==> config.mk <==
export PLATFORM = sky130hd
export DESIGN_NAME = spad_read_streamer_flat
export DESIGN_NICKNAME = d
export VERILOG_FILES = /design/src/rtl/slac_pkg.sv /design/src/rtl/spad_read_streamer_if.sv /design/src/rtl/skid_fifo2.sv /design/src/rtl/spad_read_streamer.sv /design/src/flat_wrapper.sv
export SDC_FILE = /design/constraint.sdc
export NUM_CORES = 1
export LEC_CHECK = 0
export CAP_MARGIN = 20
export CORE_ASPECT_RATIO = 0.8
export CORE_MARGIN = 2
export CORE_UTILIZATION = 57
export DETAILED_ROUTE_END_ITERATION = 12
export PLACE_DENSITY_LB_ADDON = 0.08
export SLEW_MARGIN = 20
export SYNTH_ARGS = -nofsm -noshare
export SYNTH_HDL_FRONTEND = slang
export SYNTH_HIERARCHICAL = 1
export SYNTH_SLANG_ARGS = --single-unit
==> constraint.sdc <==
create_clock -name clk -period 3.4 [get_ports clk]
set_input_delay 0.51 -clock clk [delete_from_list [all_inputs] [get_ports clk]]
set_output_delay 0.51 -clock clk [all_outputs]
set_load 0.02 [all_outputs]
==> src/rtl/slac_pkg.sv <==
// Shared types and constants for the scratchpad read streamer.
package slac_pkg;

  typedef enum logic [1:0] {
    ST_IDLE  = 2'd0,
    ST_RUN   = 2'd1,
    ST_DRAIN = 2'd2
  } state_e;

  localparam int unsigned FIFO_DEPTH = 2;

endpackage

==> src/rtl/spad_read_streamer_if.sv <==
// Control, scratchpad and output-stream signals of the read streamer.
interface spad_read_streamer_if #(
  parameter int unsigned DATA_BITWIDTH = 16,
  parameter int unsigned ADDR_BITWIDTH = 9
);

  logic                     i_start;
  logic [ADDR_BITWIDTH-1:0] i_base_addr;
  logic [ADDR_BITWIDTH:0]   i_len;
  logic                     o_busy;
  logic                     o_done;
  logic                     o_spad_ren;
  logic [ADDR_BITWIDTH-1:0] o_spad_raddr;
  logic [DATA_BITWIDTH-1:0] i_spad_rdata;
  logic                     o_valid;
  logic                     i_ready;
  logic [DATA_BITWIDTH-1:0] o_data;

  modport master (
    input  i_start, i_base_addr, i_len, i_spad_rdata, i_ready,
    output o_busy, o_done, o_spad_ren, o_spad_raddr, o_valid, o_data
  );

  modport slave (
    output i_start, i_base_addr, i_len, i_spad_rdata, i_ready,
    input  o_busy, o_done, o_spad_ren, o_spad_raddr, o_valid, o_data
  );

endinterface

==> src/rtl/skid_fifo2.sv <==
// Two-entry FIFO; an incoming word is presented directly when the FIFO is empty.
module skid_fifo2
  import slac_pkg::*;
#(
  parameter int unsigned DATA_BITWIDTH = 16
) (
  input  logic                     clk,
  input  logic                     reset,
  input  logic                     i_push,
  input  logic [DATA_BITWIDTH-1:0] i_data,
  input  logic                     i_ready,
  output logic                     o_valid,
  output logic [DATA_BITWIDTH-1:0] o_data,
  output logic [1:0]               o_count
);

  logic [DATA_BITWIDTH-1:0] mem_q [FIFO_DEPTH];
  logic [DATA_BITWIDTH-1:0] mem_d [FIFO_DEPTH];
  logic                     wr_ptr_q, wr_ptr_d;
  logic                     rd_ptr_q, rd_ptr_d;
  logic [1:0]               count_q, count_d;
  logic                     empty, pop, store, deq;

  always_comb begin
    empty    = (count_q == 2'd0);
    o_valid  = !empty || i_push;
    // Stored head wins; the bypass only applies to a word landing in an empty FIFO.
    o_data   = (empty && i_push) ? i_data : mem_q[rd_ptr_q];
    pop      = o_valid && i_ready;
    store    = i_push && !(empty && pop);
    deq      = pop && !empty;
    mem_d    = mem_q;
    wr_ptr_d = wr_ptr_q;
    rd_ptr_d = rd_ptr_q;
    if (store) begin
      mem_d[wr_ptr_q] = i_data;
      wr_ptr_d        = ~wr_ptr_q;
    end
    if (deq) begin
      rd_ptr_d = ~rd_ptr_q;
    end
    count_d = count_q + 2'(store) - 2'(deq);
  end

  assign o_count = count_q;

  always_ff @(posedge clk) begin
    if (reset) begin
      mem_q    <= '{default: '0};
      wr_ptr_q <= 1'b0;
      rd_ptr_q <= 1'b0;
      count_q  <= '0;
    end else begin
      mem_q    <= mem_d;
      wr_ptr_q <= wr_ptr_d;
      rd_ptr_q <= rd_ptr_d;
      count_q  <= count_d;
    end
  end

endmodule

==> src/rtl/spad_read_streamer.sv <==
// Streams a contiguous scratchpad range out through a valid/ready port.
module spad_read_streamer
  import slac_pkg::*;
#(
  parameter int unsigned DATA_BITWIDTH = 16,
  parameter int unsigned ADDR_BITWIDTH = 9
) (
  input  logic                clk,
  input  logic                reset,
  spad_read_streamer_if.master bus
);

  state_e                   state_q, state_d;
  logic [ADDR_BITWIDTH-1:0] addr_q, addr_d;
  logic [ADDR_BITWIDTH:0]   rem_q, rem_d;
  logic                     ren_q, ren_d;
  logic [ADDR_BITWIDTH-1:0] raddr_q, raddr_d;
  logic                     inflight_q, inflight_d;
  logic                     done_q, done_d;

  logic                     fifo_valid;
  logic [DATA_BITWIDTH-1:0] fifo_data;
  logic [1:0]               fifo_count;
  logic                     pop;
  logic [2:0]               occ;
  logic                     can_issue;

  skid_fifo2 #(.DATA_BITWIDTH(DATA_BITWIDTH)) u_fifo (
    .clk     (clk),
    .reset   (reset),
    .i_push  (inflight_q),
    .i_data  (bus.i_spad_rdata),
    .i_ready (bus.i_ready),
    .o_valid (fifo_valid),
    .o_data  (fifo_data),
    .o_count (fifo_count)
  );

  // Words owed to the consumer: stored, landing now, and issued to the scratchpad.
  assign pop       = fifo_valid && bus.i_ready;
  assign occ       = 3'(fifo_count) + 3'(inflight_q) + 3'(ren_q);
  assign can_issue = (occ < (3'd2 + 3'(pop)));

  always_comb begin
    state_d    = state_q;
    addr_d     = addr_q;
    rem_d      = rem_q;
    ren_d      = 1'b0;
    raddr_d    = raddr_q;
    inflight_d = ren_q;
    done_d     = 1'b0;
    unique case (state_q)
      ST_IDLE: begin
        if (bus.i_start) begin
          if (bus.i_len != '0) begin
            addr_d  = bus.i_base_addr;
            rem_d   = bus.i_len;
            state_d = ST_RUN;
          end else begin
            done_d = 1'b1;
          end
        end
      end
      ST_RUN: begin
        if (can_issue) begin
          ren_d   = 1'b1;
          raddr_d = addr_q;
          addr_d  = addr_q + ADDR_BITWIDTH'(1);
          rem_d   = rem_q - (ADDR_BITWIDTH + 1)'(1);
          if (rem_q == (ADDR_BITWIDTH + 1)'(1)) begin
            state_d = ST_DRAIN;
          end
        end
      end
      ST_DRAIN: begin
        if (pop && (occ == 3'd1)) begin
          state_d = ST_IDLE;
          done_d  = 1'b1;
        end
      end
      default: state_d = ST_IDLE;
    endcase
  end

  always_ff @(posedge clk) begin
    if (reset) begin
      state_q    <= ST_IDLE;
      addr_q     <= '0;
      rem_q      <= '0;
      ren_q      <= 1'b0;
      raddr_q    <= '0;
      inflight_q <= 1'b0;
      done_q     <= 1'b0;
    end else begin
      state_q    <= state_d;
      addr_q     <= addr_d;
      rem_q      <= rem_d;
      ren_q      <= ren_d;
      raddr_q    <= raddr_d;
      inflight_q <= inflight_d;
      done_q     <= done_d;
    end
  end

  assign bus.o_busy       = (state_q != ST_IDLE);
  assign bus.o_done       = done_q;
  assign bus.o_spad_ren   = ren_q;
  assign bus.o_spad_raddr = raddr_q;
  assign bus.o_valid      = fifo_valid;
  assign bus.o_data       = fifo_data;

endmodule

==> src/flat_wrapper.sv <==
// flat-port wrapper written by rule: the top's interface ports become plain ports
module spad_read_streamer_flat import slac_pkg::*;
#(
  parameter int unsigned DATA_BITWIDTH = 16,
  parameter int unsigned ADDR_BITWIDTH = 9
)
  (clk, reset, bus_i_start, bus_i_base_addr, bus_i_len, bus_i_spad_rdata, bus_i_ready, bus_o_busy, bus_o_done, bus_o_spad_ren, bus_o_spad_raddr, bus_o_valid, bus_o_data);
  spad_read_streamer_if #(.DATA_BITWIDTH(DATA_BITWIDTH), .ADDR_BITWIDTH(ADDR_BITWIDTH)) bus_i ();
  input  logic clk;
  input  logic reset;
  input wire logic [$bits(bus_i.i_start)-1:0] bus_i_start;
  input wire logic [$bits(bus_i.i_base_addr)-1:0] bus_i_base_addr;
  input wire logic [$bits(bus_i.i_len)-1:0] bus_i_len;
  input wire logic [$bits(bus_i.i_spad_rdata)-1:0] bus_i_spad_rdata;
  input wire logic [$bits(bus_i.i_ready)-1:0] bus_i_ready;
  output wire logic [$bits(bus_i.o_busy)-1:0] bus_o_busy;
  output wire logic [$bits(bus_i.o_done)-1:0] bus_o_done;
  output wire logic [$bits(bus_i.o_spad_ren)-1:0] bus_o_spad_ren;
  output wire logic [$bits(bus_i.o_spad_raddr)-1:0] bus_o_spad_raddr;
  output wire logic [$bits(bus_i.o_valid)-1:0] bus_o_valid;
  output wire logic [$bits(bus_i.o_data)-1:0] bus_o_data;
  assign bus_i.i_start = bus_i_start;
  assign bus_i.i_base_addr = bus_i_base_addr;
  assign bus_i.i_len = bus_i_len;
  assign bus_i.i_spad_rdata = bus_i_spad_rdata;
  assign bus_i.i_ready = bus_i_ready;
  assign bus_o_busy = bus_i.o_busy;
  assign bus_o_done = bus_i.o_done;
  assign bus_o_spad_ren = bus_i.o_spad_ren;
  assign bus_o_spad_raddr = bus_i.o_spad_raddr;
  assign bus_o_valid = bus_i.o_valid;
  assign bus_o_data = bus_i.o_data;
  spad_read_streamer #(.DATA_BITWIDTH(DATA_BITWIDTH), .ADDR_BITWIDTH(ADDR_BITWIDTH)) u_core (.clk(clk), .reset(reset), .bus(bus_i));
endmodule
==> summary.txt <==
status = finished, final reports clean
CP endpoint kind = output port
minimum clock period = 2.83 ns
total track usage = 23.4%
clk root buf = clkbuf_8
post-route worst setup slack = 0.569 ns
Die Area = 7140 µm²
Reg-to-Reg Start = u_core/inflight_q
setup TNS = 0 ns
final wirelength = 8120 µm
Layout area overhead = 23.3%
reg2reg path depth = 9
ys async rst share = 0%
vias in the first global route = 2884
RePlAce Congestion = 0.826
CP max stage delay = 0.76 ns
hold path startpoint = u_core/u_fifo/mem_q[0]
Yosys top cell by area = dfxtp_1
share of the yosys chip area belonging to registers = 37.4%
CTS Sinks = 69
Crit Path Class = flip-flop to output port
DP HPWL = 5680 µm
Synth top cells by count = dfxtp_1 (69), mux2i_1 (57), nand2b_1 (52), nand2_1 (45), o21ai_0 (27)
routed vias = 3107
cts hold-fix bufs = 0
Max-Cap Viols = 0
initial antenna violation count = 0
# setup viols final = 0
Worst Tran Pin Value = 0.962 ns
Ys Warns = 6
die height = 76 µm
# rows = 26
Crit path required time = 2.89 ns
Max Root-Sink Buffers = 2
fin crit share = 83.3%
nets = 525
Iteration-0 DRC Markers = 165
pre-CTS setup slack = 0.767 ns
CP Cell Sequence = buf_4 > mux2i_1 > o21ai_0 > clkdlybuf4s50_1
Mapped Area = 3690 µm²
Worst Skew = 0.00951 ns
number of port buffers = 67
Slew Limit Headroom = 35.9%
Synth Register Bits = 69
area share of the leading cell type in the synthesized netlist = 37.4%
largest net degree at the start of global routing = 70
top_reg_cell synth = dfxtp_1
r2r setup slk = 0.72 ns
Initial Util = 58.2%
Routed WL per cell = 14.3 µm
Reg-to-Reg End = u_core/addr_q[3]
post-CTS setup buffer count = 0
n_diodes = 0
fmax = 0.353 GHz
fin. max-slew vios = 0
maximum VDD drop = 0.289 mV
first-pass GRT wire length = 13400 µm
Pwr Total = 2.36 mW
1st-pass router iterations = 5
CTS tree = built
Die Span X = 94 µm
post-synthesis instance total = 426
Min-Delay Endpoint = u_core/u_fifo/mem_q[0]
final hold viol count = 0
CORE AREA = 6340 µm²
GR Overflow Total = 0
Syn Nets = 472
critical path's slowest cell = dfxtp_1
most common cell in the netlist = dfxtp_1
# resized after CTS = 0
H-tree depth = 3
CP max FO = 11
Vias/cell = 5.48
FILL cells = 521
Worst Path Arrival = 2.32 ns
Ports = 68
latest clock arrival within the worst-skew pair = 0.34 ns
fraction of final layout cells with drive strength greater than 1 = 7.25%
Final ANT Viol Nets = 0
RSZ-0062 raised after global routing = no
WHS Path Cells = 2
synth top area cells = dfxtp_1 (37%), mux2i_1 (15%), nand2b_1 (8.8%), nand2_1 (4.6%), o21ai_0 (3.7%)
number of synthesized flops with an enable pin = 0
pwr dens = 518 nW/µm²
clk slew on worst S/H paths = 0.08 ns
Synth cell types = 47
CP Launch Type = flip-flop
synthesized area per cell = 8.67 µm²
min-delay worst type = flip-flop to flip-flop
DRC = 0
Leak = 1.72 nW
CTS buffer count = 9
worst max-delay path by stage:
stage	endpoint	slack, ns	start	cells past startpoint
floorplan	u_core/bus.o_spad_raddr[0]	1.31	u_core/bus.o_spad_ren	9
global placement	u_core/addr_q[3]	0.86	u_core/inflight_q	9
detailed placement	u_core/addr_q[3]	0.77	u_core/inflight_q	9
CTS	bus_o_data[14]	0.56	u_core/u_fifo/rd_ptr_q	4
global route	bus_o_data[7]	0.43	u_core/u_fifo/rd_ptr_q	4
finish	bus_o_data[14]	0.57	u_core/u_fifo/rd_ptr_q	4
cell type report:
cell class | instances | area, µm² | area share (%)
repair buffers | 74 | 718 | 15.8
multi-input cells | 314 | 2100 | 46.0
clock buffers | 9 | 124 | 2.72
flip-flops and latches | 69 | 1380 | 30.3
well taps | 84 | 105 | 2.31
inverters | 11 | 41.3 | 0.906
clock inverters | 6 | 88.8 | 1.95
worst max-delay path, delay by kind of cell (launching register included):
family / cells / cell delay (ns)
AO/OA/AOI/OAI: 1 / 0.17
multiplexers: 1 / 0.09
flip-flops: 1 / 0.76
buffers and inverters: 2 / 0.95
state kept, by name, summed over array words and instances, names as in the netlist:
signal and cells:
u_core/addr_q 9, u_core/bus.o_spad_ren 1, u_core/bus.o_done 1, u_core/u_fifo/wr_ptr_q 1, u_core/u_fifo/o_count 2, u_core/rem_q 10, u_core/u_fifo/mem_q 32, u_core/bus.o_spad_raddr 9
u_core/u_fifo/rd_ptr_q 1, u_core/inflight_q 1, u_core/state_q 2
cell usage in the layout (no fill, tap or decap), drive strengths merged, types with 4 or more instances in the layout:
master / netlist / layout
a21oi: 24 / 24
buf: 15 / 8
clkbuf: 17 / 9
clkdlybuf4s50: 0 / 66
dfxtp: 69 / 69
ha: 6 / 6
inv: 11 / 11
mux2i: 57 / 57
nand2: 45 / 45
nand2b: 52 / 52
nand3: 12 / 12
nor2: 25 / 25
nor3: 9 / 9
o21ai: 27 / 27
o221ai: 4 / 4
or3: 8 / 8
xor2: 5 / 5
power breakdown:
group	total (mW)	switching [mW]	internal, mW
clock network	0.714	0.306	0.408
logic	0.670	0.350	0.320
registers	0.976	0.0966	0.880
total	2.36	0.752	1.61
metrics by stage:
step	hold WS, ns	cell area [µm²]	instances	util, %
3_5_place_dp	0.464	4340	552	68.5
6_report	0.475	4560	567	71.8
4_1_cts	0.476	4560	567	71.8
5_1_grt	0.490	4560	567	71.8
3_3_place_gp	0.458	4340	552	68.5
2_1_floorplan	0.445	3690	426	-
cells by family (layout without fill, tap and decap cells):
kind of cell | count (synthesis) | in the layout | share of synthesized area [%]
simple gates | 171 | 171 | 24.6
flops | 69 | 69 | 37.4
compound gates | 72 | 72 | 12.4
xor+xnor | 7 | 7 | 1.66
fa+ha+maj | 7 | 7 | 2.57
mux | 57 | 57 | 15.4
buf+inv | 43 | 100 | 5.96
routing by layer:
layer / wire, µm / track usage, %
met1: 3950 / 33.0
met2: 3710 / 35.9
met3: 397 / 6.82
met4: 62 / 4.78
met5: 0 / 0
(Power assumes the default switching activity.)
